<file path="src/rtl/aes_enc_arbiter.sv">
// Two-channel round-robin front end for one shared AES-128 core, with per-channel CBC chaining.
// Optional WAIT watchdog is compiled in when the macro AES_ARB_TIMEOUT_EN is defined.

module aes_enc_arbiter #(
  parameter int TIMEOUT = 64
) (
  input  logic         vclk,
  input  logic         vrst,
  input  logic [1:0]   req,
  input  logic [255:0] data_i,
  input  logic [255:0] key_i,
  input  logic [1:0]   cbc_en,
  input  logic [1:0]   iv_ld,
  input  logic [255:0] iv_i,
  output logic [1:0]   ack,
  output logic [1:0]   rsp_valid,
  output logic [127:0] rsp_data,
  output logic         rsp_err,
  output logic         busy,
  output logic         core_ld,
  output logic [127:0] core_key,
  output logic [127:0] core_text,
  input  logic         core_done,
  input  logic [127:0] core_text_out
);

  typedef enum logic [1:0] {S_IDLE, S_LOAD, S_WAIT, S_DONE} state_t;

  state_t       r_state, w_next;
  logic         r_grant, r_last, r_cbc, r_err;
  logic [127:0] r_chain0, r_chain1;
  logic [127:0] r_core_key, r_core_text, r_rsp_data;
  logic         w_start, w_sel, w_sel_cbc, w_timeout, w_chain_upd;
  logic [127:0] w_sel_key, w_sel_data, w_sel_chain;

  assign w_start = (r_state == S_IDLE) && (req != 2'b00);

  // A lone requester always wins; on a tie the channel not served last goes first.
  always_comb begin
    w_sel = r_last;
    case (req)
      2'b01:   w_sel = 1'b0;
      2'b10:   w_sel = 1'b1;
      2'b11:   w_sel = ~r_last;
      default: w_sel = r_last;
    endcase
  end

  assign w_sel_key   = w_sel ? key_i[255:128]  : key_i[127:0];
  assign w_sel_data  = w_sel ? data_i[255:128] : data_i[127:0];
  assign w_sel_chain = w_sel ? r_chain1        : r_chain0;
  assign w_sel_cbc   = w_sel ? cbc_en[1]       : cbc_en[0];

`ifdef AES_ARB_TIMEOUT_EN
  localparam int CW = $clog2(TIMEOUT + 1);
  logic [CW-1:0] r_cnt;

  // Held at zero outside WAIT, so every WAIT entry starts a fresh count.
  always_ff @(posedge vclk) begin
    if (vrst)                   r_cnt <= '0;
    else if (r_state != S_WAIT) r_cnt <= '0;
    else                        r_cnt <= r_cnt + 1'b1;
  end

  assign w_timeout = (r_cnt == CW'(TIMEOUT - 1));
  assign rsp_err   = (r_state == S_DONE) && r_err;
`else
  logic [31:0] w_unused_timeout;
  assign w_unused_timeout = 32'(TIMEOUT);
  assign w_timeout        = 1'b0;
  assign rsp_err          = 1'b0;
`endif

  always_comb begin
    w_next = r_state;
    case (r_state)
      S_IDLE:  if (w_start) w_next = S_LOAD;
      S_LOAD:  w_next = S_WAIT;
      S_WAIT:  if (core_done || w_timeout) w_next = S_DONE;
      S_DONE:  w_next = S_IDLE;
      default: w_next = S_IDLE;
    endcase
  end

  // NOTE: every clocked block uses <= so all registers see pre-edge values, independent of block order.
  always_ff @(posedge vclk) begin
    if (vrst) r_state <= S_IDLE;
    else      r_state <= w_next;
  end

  // Core operands are captured on entry to LOAD so they are already valid while core_ld is high.
  always_ff @(posedge vclk) begin
    if (vrst) begin
      r_grant     <= 1'b0;
      r_last      <= 1'b1;
      r_cbc       <= 1'b0;
      r_err       <= 1'b0;
      r_core_key  <= '0;
      r_core_text <= '0;
      r_rsp_data  <= '0;
    end else begin
      if (w_start) begin
        r_grant     <= w_sel;
        r_last      <= w_sel;
        r_cbc       <= w_sel_cbc;
        r_err       <= 1'b0;
        r_core_key  <= w_sel_key;
        r_core_text <= w_sel_cbc ? (w_sel_data ^ w_sel_chain) : w_sel_data;
      end
      if (r_state == S_WAIT) begin
        if (core_done) begin
          r_rsp_data <= core_text_out;
          r_err      <= 1'b0;
        end else if (w_timeout) begin
          r_rsp_data <= '0;
          r_err      <= 1'b1;
        end
      end
    end
  end

  // Chain update happens in the DONE cycle; a simultaneous IV load takes priority.
  assign w_chain_upd = (r_state == S_DONE) && r_cbc && !r_err;

  always_ff @(posedge vclk) begin
    if (vrst) begin
      r_chain0 <= '0;
      r_chain1 <= '0;
    end else begin
      if (iv_ld[0])                     r_chain0 <= iv_i[127:0];
      else if (w_chain_upd && !r_grant) r_chain0 <= r_rsp_data;
      if (iv_ld[1])                     r_chain1 <= iv_i[255:128];
      else if (w_chain_upd && r_grant)  r_chain1 <= r_rsp_data;
    end
  end

  assign busy      = (r_state != S_IDLE);
  assign core_ld   = (r_state == S_LOAD);
  assign ack       = core_ld ? (r_grant ? 2'b10 : 2'b01) : 2'b00;
  assign rsp_valid = (r_state == S_DONE) ? (r_grant ? 2'b10 : 2'b01) : 2'b00;
  assign rsp_data  = r_rsp_data;
  assign core_key  = r_core_key;
  assign core_text = r_core_text;

endmodule

</file>
<file path="config.mk">
export PLATFORM = sky130hd
export DESIGN_NAME = aes_enc_arbiter
export DESIGN_NICKNAME = d
export VERILOG_FILES = /design/src/rtl/aes_enc_arbiter.sv
export SDC_FILE = /design/constraint.sdc
export NUM_CORES = 2
export LEC_CHECK = 0
export BUFFER_PORTS_ARGS = -buffer_cell sky130_fd_sc_hd__buf_2
export CAP_MARGIN = 30
export CORE_AREA = 2 2 509 511
export CTS_CLUSTER_SIZE = 40
export DETAILED_ROUTE_END_ITERATION = 7
export DIE_AREA = 0 0 511 513
export PLACE_DENSITY = 0.4
export SLEW_MARGIN = 20
export SYNTH_ARGS = -nofsm -noshare
export SYNTH_HDL_FRONTEND = slang
export SYNTH_SLANG_ARGS = --single-unit
</file>
<file path="constraint.sdc">
create_clock -name vclk -period 1.8 [get_ports vclk]
set_input_delay 0.54 -clock vclk [delete_from_list [all_inputs] [get_ports vclk]]
set_output_delay 0.54 -clock vclk [all_outputs]
set_load 0.05 [all_outputs]
</file>
==> insert_results.sql <==
INSERT INTO impl_metrics (metric_group, metric, value, unit) VALUES
('worst_setup_path', 'worstSetupPathType', 'reg2out', ''),
('routing', 'final_antenna_net_count', '0', ''),
('routing', 'detail_route.vias_per_cell', '4.45', ''),
('place', 'place_hpwl', '214000', 'microns'),
('sta', 'timing_hold_violations_final', '0', ''),
('worst_setup_path', 'setup.worst_path.end', 'busy', ''),
('sta', 'post_route_worst_setup_slack', '-0.473', 'ns'),
('routing', 'route.detailed.drc', '0', ''),
('synth', 'synthCells', '4089', ''),
('die', 'fp.dieH', '513', 'microns'),
('worst_setup_path', 'rr_worst_depth', '11', ''),
('synth', 'synth_nets', '4998', ''),
('worst_setup_path', 'critical_path.startpoint', 'r_state[1]$_SDFFE_PP0P_', ''),
('finish', 'final-instance-count-excl-fill', '9604', ''),
('place', 'postPlaceCellArea', '0.0461', 'sq mm'),
('worst_setup_path', 'worst_r2r_startpoint', 'r_state[1]$_SDFFE_PP0P_', ''),
('pwr', 'power.share.sequential', '24.6', '%'),
('synth', 'yosysWarnings', '0', ''),
('global_route', 'number_of_global_route_vias_before_repair', '41200', ''),
('synth', 'synth-seq-cells', '646', ''),
('pwr', 'peakVddDrop', '0.691', 'mV'),
('die', 'core', '0.256', 'sq mm'),
('die', 'die_x', '511', 'microns'),
('sta', 'timing.slew.headroom', '62.9', '%'),
('sta', 'maxSlewViolCount', '0', ''),
('global_route', 'maximum_number_of_pins_on_one_net_before_global_route_repair', '66', ''),
('place', 'dpl.cell_count', '8701', ''),
('sta', 'fin_worst_hold_slack', '0.0761', 'ns'),
('global_route', 'grt_overall_usage', '19.5', '%'),
('pwr', 'switching_share', '42.2', '%'),
('routing', 'drt-initial-drc-count', '3407', ''),
('routing', 'vias', '42700', ''),
('global_route', 'antenna_found_initial', '226', ''),
('sta', 'min_period', '2.27', 'ns'),
('sta', 'fin_skew', '0.0623', 'ns'),
('worst_setup_path', 'required', '1.26', 'ns'),
('finish', 'fin_area', '0.0637', 'sq mm'),
('sta', 'worst_pin_slew', '0.556', 'ns'),
('place', 'port_buffers', '1294', ''),
('die', 'floorplan.initialDensity', '12.8', '%'),
('worst_setup_path', 'worst_setup_path_end_kind', 'output port', ''),
('synth', 'synth.lib_cells_used.distinct', '35', ''),
('finish', 'filler_cell_count', '27900', ''),
('clock_network', 'path_clk_slew', '0.06', 'ns'),
('synth', 'syn_avg_cell_area', '8.01', 'sq um'),
('run_status', 'failing_checks', 'negative setup slack', ''),
('place', 'gpl.final_weighted_congestion', '0.969', ''),
('clock_network', 'cts_made_buffers', '93', ''),
('worst_setup_path', 'r2r_setup_slack', '-0.21', 'ns'),
('run', 'max-cap-violations', '0', ''),
('die', 'ioPinCount', '1296', ''),
('worst_setup_path', 'timing.critical_path.from_type', 'flip-flop', ''),
('pwr', 'internal_power', '0.0486', 'W'),
('routing', 'drt_pre_antenna_iters', '8', ''),
('worst_setup_path', 'critical_path_arrival', '1.73', 'ns'),
('pwr', 'p_switching', '0.0355', 'W'),
('synth', 'synth_sequential_area_ratio', '39.5', '%'),
('finish', 'area_overhead_of_the_layout_relative_to_synthesis', '94.7', '%'),
('routing', 'wl_per_cell', '28.6', 'microns'),
('global_route', 'wire_length_of_the_first_global_routing_pass', '356000', 'microns'),
('pwr', 'power_frac_clock', '23.5', '%'),
('run_status', 'status', 'finished with violations', ''),
('synth', 'netlist_area', '0.0327', 'sq mm'),
('clock_network', 'cts_root_buf', 'sky130_fd_sc_hd__clkbuf_16', ''),
('sta', 'setup_violations', '703', ''),
('hold_path', 'hold_class', 'in2reg', ''),
('global_route', 'grt_residual_overflow', '0', ''),
('sta', 'tns', '-44.29', 'ns'),
('finish', 'ratio_of_cells_with_drive_above_1_in_the_final_layout', '44.2', '%'),
('sta', 'period_share', '126', '%'),
('clock_network', 'clk_latency', '0.78', 'ns');
[sequential cells by signal, summed over array words and instances, names as in the netlist]
signal,count
r_err,1
r_cbc,1
r_state,2
r_last,1
r_grant,1
core_text,128
r_chain0,128
r_chain1,128
rsp_data,128
core_key,128
[metrics by stage]
step	setup slack (ns)	utilization [%]
finish	-0.473	24.9
global route	-0.572	24.8
CTS	-0.554	23.5
detailed placement	-0.207	18.0
global placement	-0.237	18.0
floorplan	-0.0264	-
[worst min-delay path by stage]
stage	start	to	cells past startpoint
after CTS	iv_i[181]	r_chain1[53]$_SDFFE_PP0P_	3
after floorplan	r_chain0[126]$_SDFFE_PP0P_	r_chain0[126]$_SDFFE_PP0P_	2
after global placement	core_text[0]$_SDFFE_PP0P_	core_text[0]$_SDFFE_PP0P_	2
final	iv_i[31]	r_chain0[31]$_SDFFE_PP0P_	3
after detailed placement	core_text[56]$_SDFFE_PP0P_	core_text[56]$_SDFFE_PP0P_	2
after global routing	iv_i[43]	r_chain0[43]$_SDFFE_PP0P_	3
[placed cells by master, fill, tap and decap left out, types with 18 or more instances in the layout]
cell type	count
sky130_fd_sc_hd__and3b_1	256
sky130_fd_sc_hd__buf_2	901
sky130_fd_sc_hd__clkbuf_16	126
sky130_fd_sc_hd__buf_6	29
sky130_fd_sc_hd__nor2_1	352
sky130_fd_sc_hd__a311oi_1	287
sky130_fd_sc_hd__o221ai_1	85
sky130_fd_sc_hd__buf_4	383
sky130_fd_sc_hd__nand3_1	129
sky130_fd_sc_hd__buf_12	262
sky130_fd_sc_hd__a21oi_1	128
sky130_fd_sc_hd__a31oi_1	128
sky130_fd_sc_hd__o21ai_0	129
sky130_fd_sc_hd__clkbuf_1	24
sky130_fd_sc_hd__a311oi_2	98
sky130_fd_sc_hd__diode_2	88
sky130_fd_sc_hd__buf_8	291
sky130_fd_sc_hd__dfxtp_1	259
sky130_fd_sc_hd__nor2_2	28
sky130_fd_sc_hd__dfxtp_2	223
sky130_fd_sc_hd__dfxtp_4	164
sky130_fd_sc_hd__a21boi_0	256
sky130_fd_sc_hd__o2111ai_1	63
sky130_fd_sc_hd__o2111ai_4	25
sky130_fd_sc_hd__clkbuf_8	18
sky130_fd_sc_hd__dlygate4sd3_1	419
sky130_fd_sc_hd__nand2_1	895
sky130_fd_sc_hd__o2111ai_2	40
sky130_fd_sc_hd__o221ai_2	38
[kinds of logic after synthesis]
family | synth area share, %
fa+ha+maj | 0.153
compound gates | 29.5
flops | 39.5
other cells | 0.0115
buf+inv | 6.79
simple gates | 24.0
[cells in the mapped netlist, drive strengths merged]
cell     count  area share (%)
nand2      897              10
clkbuf     237             2.7
nand4b       1           0.027
and3b      256             6.8
and2         3           0.057
ha           4            0.15
o21ba        1           0.031
a21boi     256             5.9
nor3         3           0.046
nor2       388             4.4
o21ai      130             2.0
nand2b       2           0.038
o21a         3           0.069
o21bai       1           0.023
a21oi      128             2.0
conb         1           0.011
nor2b        5            0.12
nor4b        1           0.027
a31oi      128             2.4
nor3b        2           0.046
inv          5           0.057
o221ai     128             3.4
a311oi     385              10
dfxtp      646              40
buf        218             4.0
o2111ai    128             3.4
and4bb       1           0.038
and4b        1           0.031
nand3      129             2.0
nand4bb      1           0.034
[per-layer routing]
metal,global-route usage [%],routed length (microns)
met1,25.1,120000
met4,7.92,12600
met2,28.8,115000
met3,7.66,26200
met5,0,667
[power groups by stage]
stage,clock (W),sequential [W],combinational (W)
after floorplan,0,0.0259,0.00914
after global placement,0,0.0194,0.0283
after detailed placement,0,0.0195,0.0283
after CTS,0.0204,0.0206,0.0367
after global routing,0.0208,0.0210,0.0454
final,0.0198,0.0207,0.0436
[critical path, stage by stage, from the launching register on]
cell	delay, ns
sky130_fd_sc_hd__dfxtp_4	0.36
sky130_fd_sc_hd__inv_4	0.08
sky130_fd_sc_hd__ha_4	0.13
sky130_fd_sc_hd__buf_6	0.10
sky130_fd_sc_hd__clkinvlp_4	0.14
sky130_fd_sc_hd__buf_8	0.19
[final cells by class]
cell class,instances,area (sq um),share of cell area (%)
multi-input combinational,2983,19500,30.6
antenna,88,220,0.345
sequential,646,13800,21.7
clock buffer,135,2670,4.18
tap,3384,4230,6.64
timing repair buffer,2333,22800,35.7
clock inverter,30,527,0.826
inverter,5,42.5,0.0667
[timing repair]
| item | in CTS | in global routing |
|---|---|---|
| pin swaps | 21 | 164 |
| cloned | 8 | 42 |
| setup endpoints to repair | 722 | 840 |
| hold buffers | 419 | 0 |
| buffers inserted | 154 | 34 |
| endpoints found under the hold margin | 335 | 0 |
| resized for setup | 1824 | 355 |
Note: power is estimated with default switching activity, not from simulation.
